--- src/rtl/dsp_mac_pkg.sv ---
// Shared definitions for the pipelined MAC slice: OPMODE field positions, Z-mux encodings
// and the stage-2/3 control bundle.
package dsp_mac_pkg;

  localparam int unsigned OPMODE_W  = 5;
  localparam int unsigned PREADD_EN = 0;
  localparam int unsigned PRE_SUB   = 1;
  localparam int unsigned ZSEL_LO   = 2;
  localparam int unsigned ZSEL_HI   = 3;
  localparam int unsigned POST_SUB  = 4;

  typedef enum logic [1:0] {
    Z_ZERO = 2'b00,
    Z_C    = 2'b01,
    Z_P    = 2'b10,
    Z_PCIN = 2'b11
  } zsel_e;

  // Only the post-adder controls survive past the pre-adder stage.
  typedef struct packed {
    logic  post_sub;
    zsel_e zsel;
  } post_op_t;

  // Top three bits of a sign-extended sum disagree exactly when it left the signed range.
  function automatic logic sum_overflow(input logic [2:0] top);
    return !((top == 3'b000) || (top == 3'b111));
  endfunction

endpackage

--- src/rtl/dsp_mac_postadd.sv ---
// Combinational post-adder: Z-source mux, add/subtract with carry-in, signed overflow
// detection, optional saturation and unsigned carry/borrow out.
module dsp_mac_postadd
  import dsp_mac_pkg::*;
#(
  parameter int unsigned PW       = 48,
  parameter bit          SATURATE = 1'b1
) (
  input  post_op_t        op_i,
  input  logic [PW-1:0]   ms_i,
  input  logic [PW-1:0]   c_i,
  input  logic [PW-1:0]   p_i,
  input  logic [PW-1:0]   pcin_i,
  input  logic            carry_i,
  output logic [PW-1:0]   p_o,
  output logic            ovf_o,
  output logic            carry_o
);

  logic [PW-1:0] z;
  logic [PW+1:0] zx, mx, cx, s;
  logic [PW:0]   u;
  logic          ovf;

  always_comb begin
    z = '0;
    unique case (op_i.zsel)
      Z_C:     z = c_i;
      Z_P:     z = p_i;
      Z_PCIN:  z = pcin_i;
      default: z = '0;
    endcase

    // Two guard bits keep the true signed sum representable.
    zx = {{2{z[PW-1]}}, z};
    mx = {{2{ms_i[PW-1]}}, ms_i};
    cx = {{(PW + 1){1'b0}}, carry_i};

    if (op_i.post_sub) begin
      s = zx - (mx + cx);
      u = {1'b0, z} - {1'b0, ms_i} - {{PW{1'b0}}, carry_i};
    end else begin
      s = zx + mx + cx;
      u = {1'b0, z} + {1'b0, ms_i} + {{PW{1'b0}}, carry_i};
    end

    ovf     = sum_overflow(s[PW+1:PW-1]);
    ovf_o   = ovf;
    carry_o = u[PW];
    p_o     = s[PW-1:0];
    if (SATURATE && ovf) begin
      p_o = s[PW+1] ? {1'b1, {(PW - 1){1'b0}}} : {1'b0, {(PW - 1){1'b1}}};
    end
  end

endmodule

--- src/rtl/dsp_mac_pipe.sv ---
// Three-stage streaming signed MAC slice: pre-adder, multiplier, post-adder/accumulator,
// with a global valid/ready stall and PCIN/PCOUT cascade.
module dsp_mac_pipe
  import dsp_mac_pkg::*;
#(
  parameter int unsigned AW       = 18,
  parameter int unsigned BW       = 18,
  parameter int unsigned PW       = 48,
  parameter bit          SATURATE = 1'b1
) (
  input  logic                CLK,
  input  logic                RST_N,
  input  logic                in_valid,
  output logic                in_ready,
  input  logic [AW-1:0]       A,
  input  logic [BW-1:0]       B,
  input  logic [AW-1:0]       D,
  input  logic [PW-1:0]       C,
  input  logic [PW-1:0]       PCIN,
  input  logic                CARRYIN,
  input  logic [OPMODE_W-1:0] OPMODE,
  output logic                out_valid,
  input  logic                out_ready,
  output logic [PW-1:0]       P,
  output logic [PW-1:0]       PCOUT,
  output logic [AW+BW-1:0]    M,
  output logic                CARRYOUT,
  output logic                OVF
);

  localparam int unsigned MW = AW + BW;

  logic en;

  // Stage 1
  logic [AW-1:0]       a1_q, d1_q;
  logic [BW-1:0]       b1_q;
  logic [PW-1:0]       c1_q, pcin1_q;
  logic                cin1_q, v1_q;
  logic [OPMODE_W-1:0] op1_q;

  // Stage 2
  logic [MW-1:0] m2_q;
  logic [PW-1:0] c2_q, pcin2_q;
  logic          cin2_q, v2_q;
  post_op_t      op2_q;

  // Stage 3
  logic [PW-1:0] p_q;
  logic [MW-1:0] m3_q;
  logic          co_q, ovf_q, v3_q;

  logic signed [BW-1:0] d_ext, pb_d;
  logic signed [MW-1:0] pb_x, a_x, m2_d;
  post_op_t             op2_d;
  logic [PW-1:0]        ms, p_d;
  logic                 ovf_d, co_d;

  // Whole pipe advances together so bubbles keep their slots.
  assign en       = !v3_q || out_ready;
  assign in_ready = en;

  always_comb begin
    d_ext = BW'($signed(d1_q));
    pb_d  = $signed(b1_q);
    if (op1_q[PREADD_EN]) begin
      pb_d = op1_q[PRE_SUB] ? d_ext - $signed(b1_q) : d_ext + $signed(b1_q);
    end
    pb_x = MW'(pb_d);
    a_x  = MW'($signed(a1_q));
    m2_d = pb_x * a_x;

    op2_d.post_sub = op1_q[POST_SUB];
    op2_d.zsel     = zsel_e'(op1_q[ZSEL_HI:ZSEL_LO]);
  end

  assign ms = PW'($signed(m2_q));

  dsp_mac_postadd #(
    .PW       (PW),
    .SATURATE (SATURATE)
  ) u_postadd (
    .op_i    (op2_q),
    .ms_i    (ms),
    .c_i     (c2_q),
    .p_i     (p_q),
    .pcin_i  (pcin2_q),
    .carry_i (cin2_q),
    .p_o     (p_d),
    .ovf_o   (ovf_d),
    .carry_o (co_d)
  );

  always_ff @(posedge CLK or negedge RST_N) begin
    if (!RST_N) begin
      a1_q    <= '0;
      d1_q    <= '0;
      b1_q    <= '0;
      c1_q    <= '0;
      pcin1_q <= '0;
      cin1_q  <= 1'b0;
      op1_q   <= '0;
      v1_q    <= 1'b0;
      m2_q    <= '0;
      c2_q    <= '0;
      pcin2_q <= '0;
      cin2_q  <= 1'b0;
      op2_q   <= '0;
      v2_q    <= 1'b0;
      p_q     <= '0;
      m3_q    <= '0;
      co_q    <= 1'b0;
      ovf_q   <= 1'b0;
      v3_q    <= 1'b0;
    end else if (en) begin
      a1_q    <= A;
      d1_q    <= D;
      b1_q    <= B;
      c1_q    <= C;
      pcin1_q <= PCIN;
      cin1_q  <= CARRYIN;
      op1_q   <= OPMODE;
      v1_q    <= in_valid;

      m2_q    <= m2_d;
      c2_q    <= c1_q;
      pcin2_q <= pcin1_q;
      cin2_q  <= cin1_q;
      op2_q   <= op2_d;
      v2_q    <= v1_q;

      v3_q <= v2_q;
      // Bubbles must not disturb the accumulator.
      if (v2_q) begin
        p_q   <= p_d;
        m3_q  <= m2_q;
        co_q  <= co_d;
        ovf_q <= ovf_d;
      end
    end
  end

  assign out_valid = v3_q;
  assign P         = p_q;
  assign PCOUT     = p_q;
  assign M         = m3_q;
  assign CARRYOUT  = co_q;
  assign OVF       = ovf_q;

endmodule

--- config.mk ---
export PLATFORM = sky130hd
export DESIGN_NAME = dsp_mac_pipe
export DESIGN_NICKNAME = d
export VERILOG_FILES = /design/src/rtl/dsp_mac_pkg.sv /design/src/rtl/dsp_mac_postadd.sv /design/src/rtl/dsp_mac_pipe.sv
export SDC_FILE = /design/constraint.sdc
export NUM_CORES = 2
export LEC_CHECK = 0
export CAP_MARGIN = 20
export CORE_MARGIN = 2
export CORE_UTILIZATION = 45
export DETAILED_ROUTE_END_ITERATION = 7
export DONT_BUFFER_PORTS = 1
export GPL_ROUTABILITY_DRIVEN = 0
export HOLD_SLACK_MARGIN = 0.02
export PLACE_DENSITY = 0.66
export SETUP_SLACK_MARGIN = 0.4
export SYNTH_ARGS = -nofsm -noshare
export SYNTH_HDL_FRONTEND = slang
export SYNTH_SLANG_ARGS = --single-unit
--- constraint.sdc ---
create_clock -name CLK -period 28.9 [get_ports CLK]
set_input_delay 5.78 -clock CLK [delete_from_list [all_inputs] [get_ports CLK]]
set_output_delay 5.78 -clock CLK [all_outputs]
set_load 0.02 [all_outputs]
* Word-level counts from Yosys, hierarchy flattened
Index checks and enable logic that the tools add are counted.
** Storage, ports and cells
- Bits in registers :: 381
- Bits of input ports :: 160
- Output and inout bits :: 136
- Logic and storage cells :: 48
** Operators by class
- $add $sub $neg :: 10
- $mul :: 1
- Eq/ne operators :: 4
- Multiplexer cells :: 7
- Reductions and logical operators :: 6
** Operators with widths (count)
- $pmux 48 s3 :: 1
- $mux 48 :: 2
- $add 50x1->50 :: 1
- $mux 50 :: 1
- $add 48x36->49 :: 1
- $add 48x48->49 :: 1
- $add 49x1->49 :: 1
- $mux 49 :: 1
- $sub 48x37->49 :: 1
- $sub 48x48->49 :: 1
- $sub 49x1->49 :: 1
- $add 36x2->37 :: 1
- $mul 18x18->36 :: 1
- $mux 18 :: 2
- $add 18x18->18 :: 1
- $sub 18x18->18 :: 1
- $eq 2x2->1 const B :: 2
- $eq 3x3->1 const B :: 1
- $logic_not 3->1 :: 1
- $eq 2x1->1 const B :: 1
- $logic_not 1->1 :: 2
- $logic_or 1x1->1 :: 2
- $reduce_and 2->1 :: 1

* Longest topological paths before layout
- Word-level depth :: 8
- Gate-level depth with buffers :: 45
- Gate-level depth less buffers :: 45

* By module
Synthesis repeated with hierarchy kept, for this count alone.
** Unflattened totals
- Cell total of the unflattened synthesis :: 4591
- Area total of the unflattened synthesis :: 38605.8 um^2
** Modules (own cells, without submodules)
- dsp_mac_pipe :: instances 1, cells each 3052, area each 28135.7 um^2, sequential area each 9534.1 um^2
- dsp_mac_postadd :: instances 1, cells each 1539, area each 10470.0 um^2, sequential area each 0.0 um^2

* Least setup slack after synthesis
Ideal clock, no wire load.
- Path type :: input -> output
- Start :: input port out_ready
- End :: output port in_ready
- Arrival time :: 6.780 ns
- Data required time :: 23.120 ns
- Setup slack :: 16.340 ns
- Stages :: 5
- Buffers on the path :: 3
- Path through :: nor2b_1 > clkbuf_1 > inv_2 > clkbuf_1 > clkbuf_1
** On the way
- Longest elaborated chain between the ends :: 1
** Ends and longest elaborated chain
- start: declaration :: line dsp_mac_pipe.sv:23 : input logic out_ready,
- $logic_or 1x1->1 :: line dsp_mac_pipe.sv:60 : assign en = !v3_q || out_ready;
- end: declaration :: line dsp_mac_pipe.sv:14 : output logic in_ready,
No other way between the ends.

* Worst setup path in the final report
Ends and elaborated chain as after synthesis.

==> reports/metrics.cfg <==
[status]
status=completed

[die]
row_count=105
initial_core_util=0.454
die-height_um=291
core_um2=81800
fp.dieArea_um2=84900
ioPinCount=296
die_width_um=291

[synth]
synth_area_per_cell_um2=8.53
synth_fp_nets=5099
ys_types=94
synth-async-reset-ratio=1.00
synth_area_um2=37200
synth-edff-count=0
syn_inst=4354
synth_warnings=0
synth-seq-cells=381
yosysSeqAreaShare=0.257
synth_ff_type=dfrtp_1

[sta]
relSlewSlack=0.262
fin_skew_ps=39.4
fmax_mhz=79.1
finalCritPeriodShare=0.438
setup_viol_count_final=0
fin_setup_tns_ps=0
setup_ws_ps=16250
tightest_slew_ps=1110
hold_viol_final=0
grt_setup_unrepaired=false
slew_violations=0
fin_crit_ps=12650

[place]
io_buffers=0
dp_hpwl_um=78000
dp_slack_ps=16260

[route]
drtIter0Drc=1974
via_per_inst=5.38
ant_nets=0
drt_wl_total_um=102000
vias=28500
drc=0
avgRoutedWirePerCell_um=19.2
firstDrtPassIters=6

[setup_path]
cp-start-kind=input port
timing.rr.start=op1_q[1]
path_class=in2out
max_stage_delay_ps=610
slowest_stage=buf_12
r2r_end=m2_q[32]
critPathArrivalTime_ps=6870
rr_worst_depth=38
cp_data_required_time_ps=23120
crit_chain=nor2b_4 > buf_12 > inv_8
endpoint_kind=output port
worstPathMaxFanout=194
reg2reg_setup_slack_ps=18650

[grt]
grt_pass1_vias=28400
grt_pass1_wl_um=162000
antenna_found_initial=3
grt_use_total=0.241
overflow=0
grt_max_degree=382

[cells_and_area]
nNetsFinal=4941
layout_common_cells=nand2_1 (1027), inv_1 (556), dfrtp_1 (378), fa_1 (328), ha_1 (257)
drive_gt1_frac=0.0569
final_common_cell=nand2_1
area_growth_pct=5.64

[clock_network]
post_cts.repair.setup_buffers=0
cts.sinks=381
h-tree-depth=2
root_buffer=clkbuf_16
hold_buffers=0
insertion_delay_ps=620
clk_pin_slew_worst_paths_ps=60
cts_tree=built
cts-buffers-inserted=46
cts_buffer_depth=3
cts_resized=0

[min_path]
hold_end=c2_q[8]
hold_path_class=reg2reg
hold_path_startpoint=c2_q[8]
hold_depth=2

[flow_run]
max_cap_viol_count=0

-- logic make-up (layout without fill, tap and decap cells) --
family | Yosys count | in the layout | share of synthesized area
AOI/OAI and AO/OA | 632 | 632 | 0.115
xor gates and xnor gates | 188 | 188 | 0.0443
adders and majority gates | 587 | 587 | 0.264
buffers and inverters | 791 | 670 | 0.0862
DFF | 381 | 381 | 0.257
muxes | 105 | 105 | 0.0314
other | 0 | 1 | 0
and+or+nand+nor | 1670 | 1670 | 0.203
-- per-stage QoR --
stage | instances | area, um2 | util | hold WS, ps
4_1_cts | 5302 | 39200 | 0.479 | 464
3_5_place_dp | 5217 | 37600 | 0.460 | 450
6_report | 5304 | 39200 | 0.480 | 459
2_1_floorplan | 4354 | 37200 | - | 433
5_1_grt | 5304 | 39200 | 0.480 | 473
3_3_place_gp | 5217 | 37600 | 0.460 | 444
-- flip-flops by register name, indices dropped and copies added (netlist names), 5 cells and up --
register / cells
c1_q: 48
M: 36
pcin2_q: 48
P: 48
d1_q: 18
op1_q: 5
pcin1_q: 48
c2_q: 48
a1_q: 18
b1_q: 18
m2_q: 36
-- metal layers --
metal	GRT usage	up-vias	share of wire
met4	0.0561	0	0.023
met2	0.406	850	0.47
met5	0	-	0
li1	-	13700	-
met3	0.0352	102	0.066
met1	0.328	13900	0.44
-- synthesized netlist by cell type, types with 6 or more instances --
library cell / count / share of area
nor2_1: 152 / 0.015
nand2_1: 1028 / 0.10
xnor2_1: 129 / 0.030
xor2_1: 59 / 0.014
a31oi_1: 15 / 0.0025
dfrtp_1: 381 / 0.26
ha_1: 257 / 0.087
nor3_1: 43 / 0.0058
inv_2: 6 / 0.00061
nor2b_1: 110 / 0.019
a211oi_1: 16 / 0.0032
o21a_1: 20 / 0.0040
o21ai_0: 125 / 0.017
clkbuf_1: 156 / 0.016
a22oi_1: 50 / 0.010
or3_1: 18 / 0.0030
and2_1: 125 / 0.021
fa_1: 328 / 0.18
inv_1: 556 / 0.056
nor4_1: 18 / 0.0030
mux2i_1: 12 / 0.0032
mux2_2: 93 / 0.028
nand3_1: 42 / 0.0057
a21o_1: 48 / 0.0097
buf_6: 6 / 0.0018
a21oi_1: 169 / 0.023
o21bai_1: 21 / 0.0042
o211ai_1: 14 / 0.0028
nand2b_1: 41 / 0.0069
a221oi_1: 7 / 0.0017
buf_1: 14 / 0.0014
or2_2: 15 / 0.0025
and3_1: 18 / 0.0030
buf_4: 49 / 0.0099
a21boi_0: 6 / 0.0012
a221o_1: 49 / 0.013
nand4_1: 13 / 0.0022
a211o_1: 7 / 0.0017
o31ai_1: 22 / 0.0044
or4_1: 8 / 0.0016
-- worst max-delay path, delay by kind of cell --
family	cells	cell delay, ps
buf+inv	2	850
simple gates	1	110
-- worst max-delay path by stage --
stage / start / to / slack, ps
floorplan: out_ready / in_ready / 16340
global placement: out_ready / in_ready / 16270
detailed placement: out_ready / in_ready / 16260
CTS: out_ready / in_ready / 16260
global route: out_ready / in_ready / 16160
finish: out_ready / in_ready / 16250
-- cell type report --
class,instances,area [um2]
Fill cell,7896,42600
Multi-Input combinational cell,3182,24400
Sequential cell,381,9540
Inverter,562,2120
Tap cell,1070,1340
Clock buffer,67,1280
Clock inverter,18,332
Timing Repair Buffer,23,195
Antenna cell,1,2.50
Power is not shown: default switching activity piles up to over one toggle a cycle in this logic, so the estimate is an artifact.
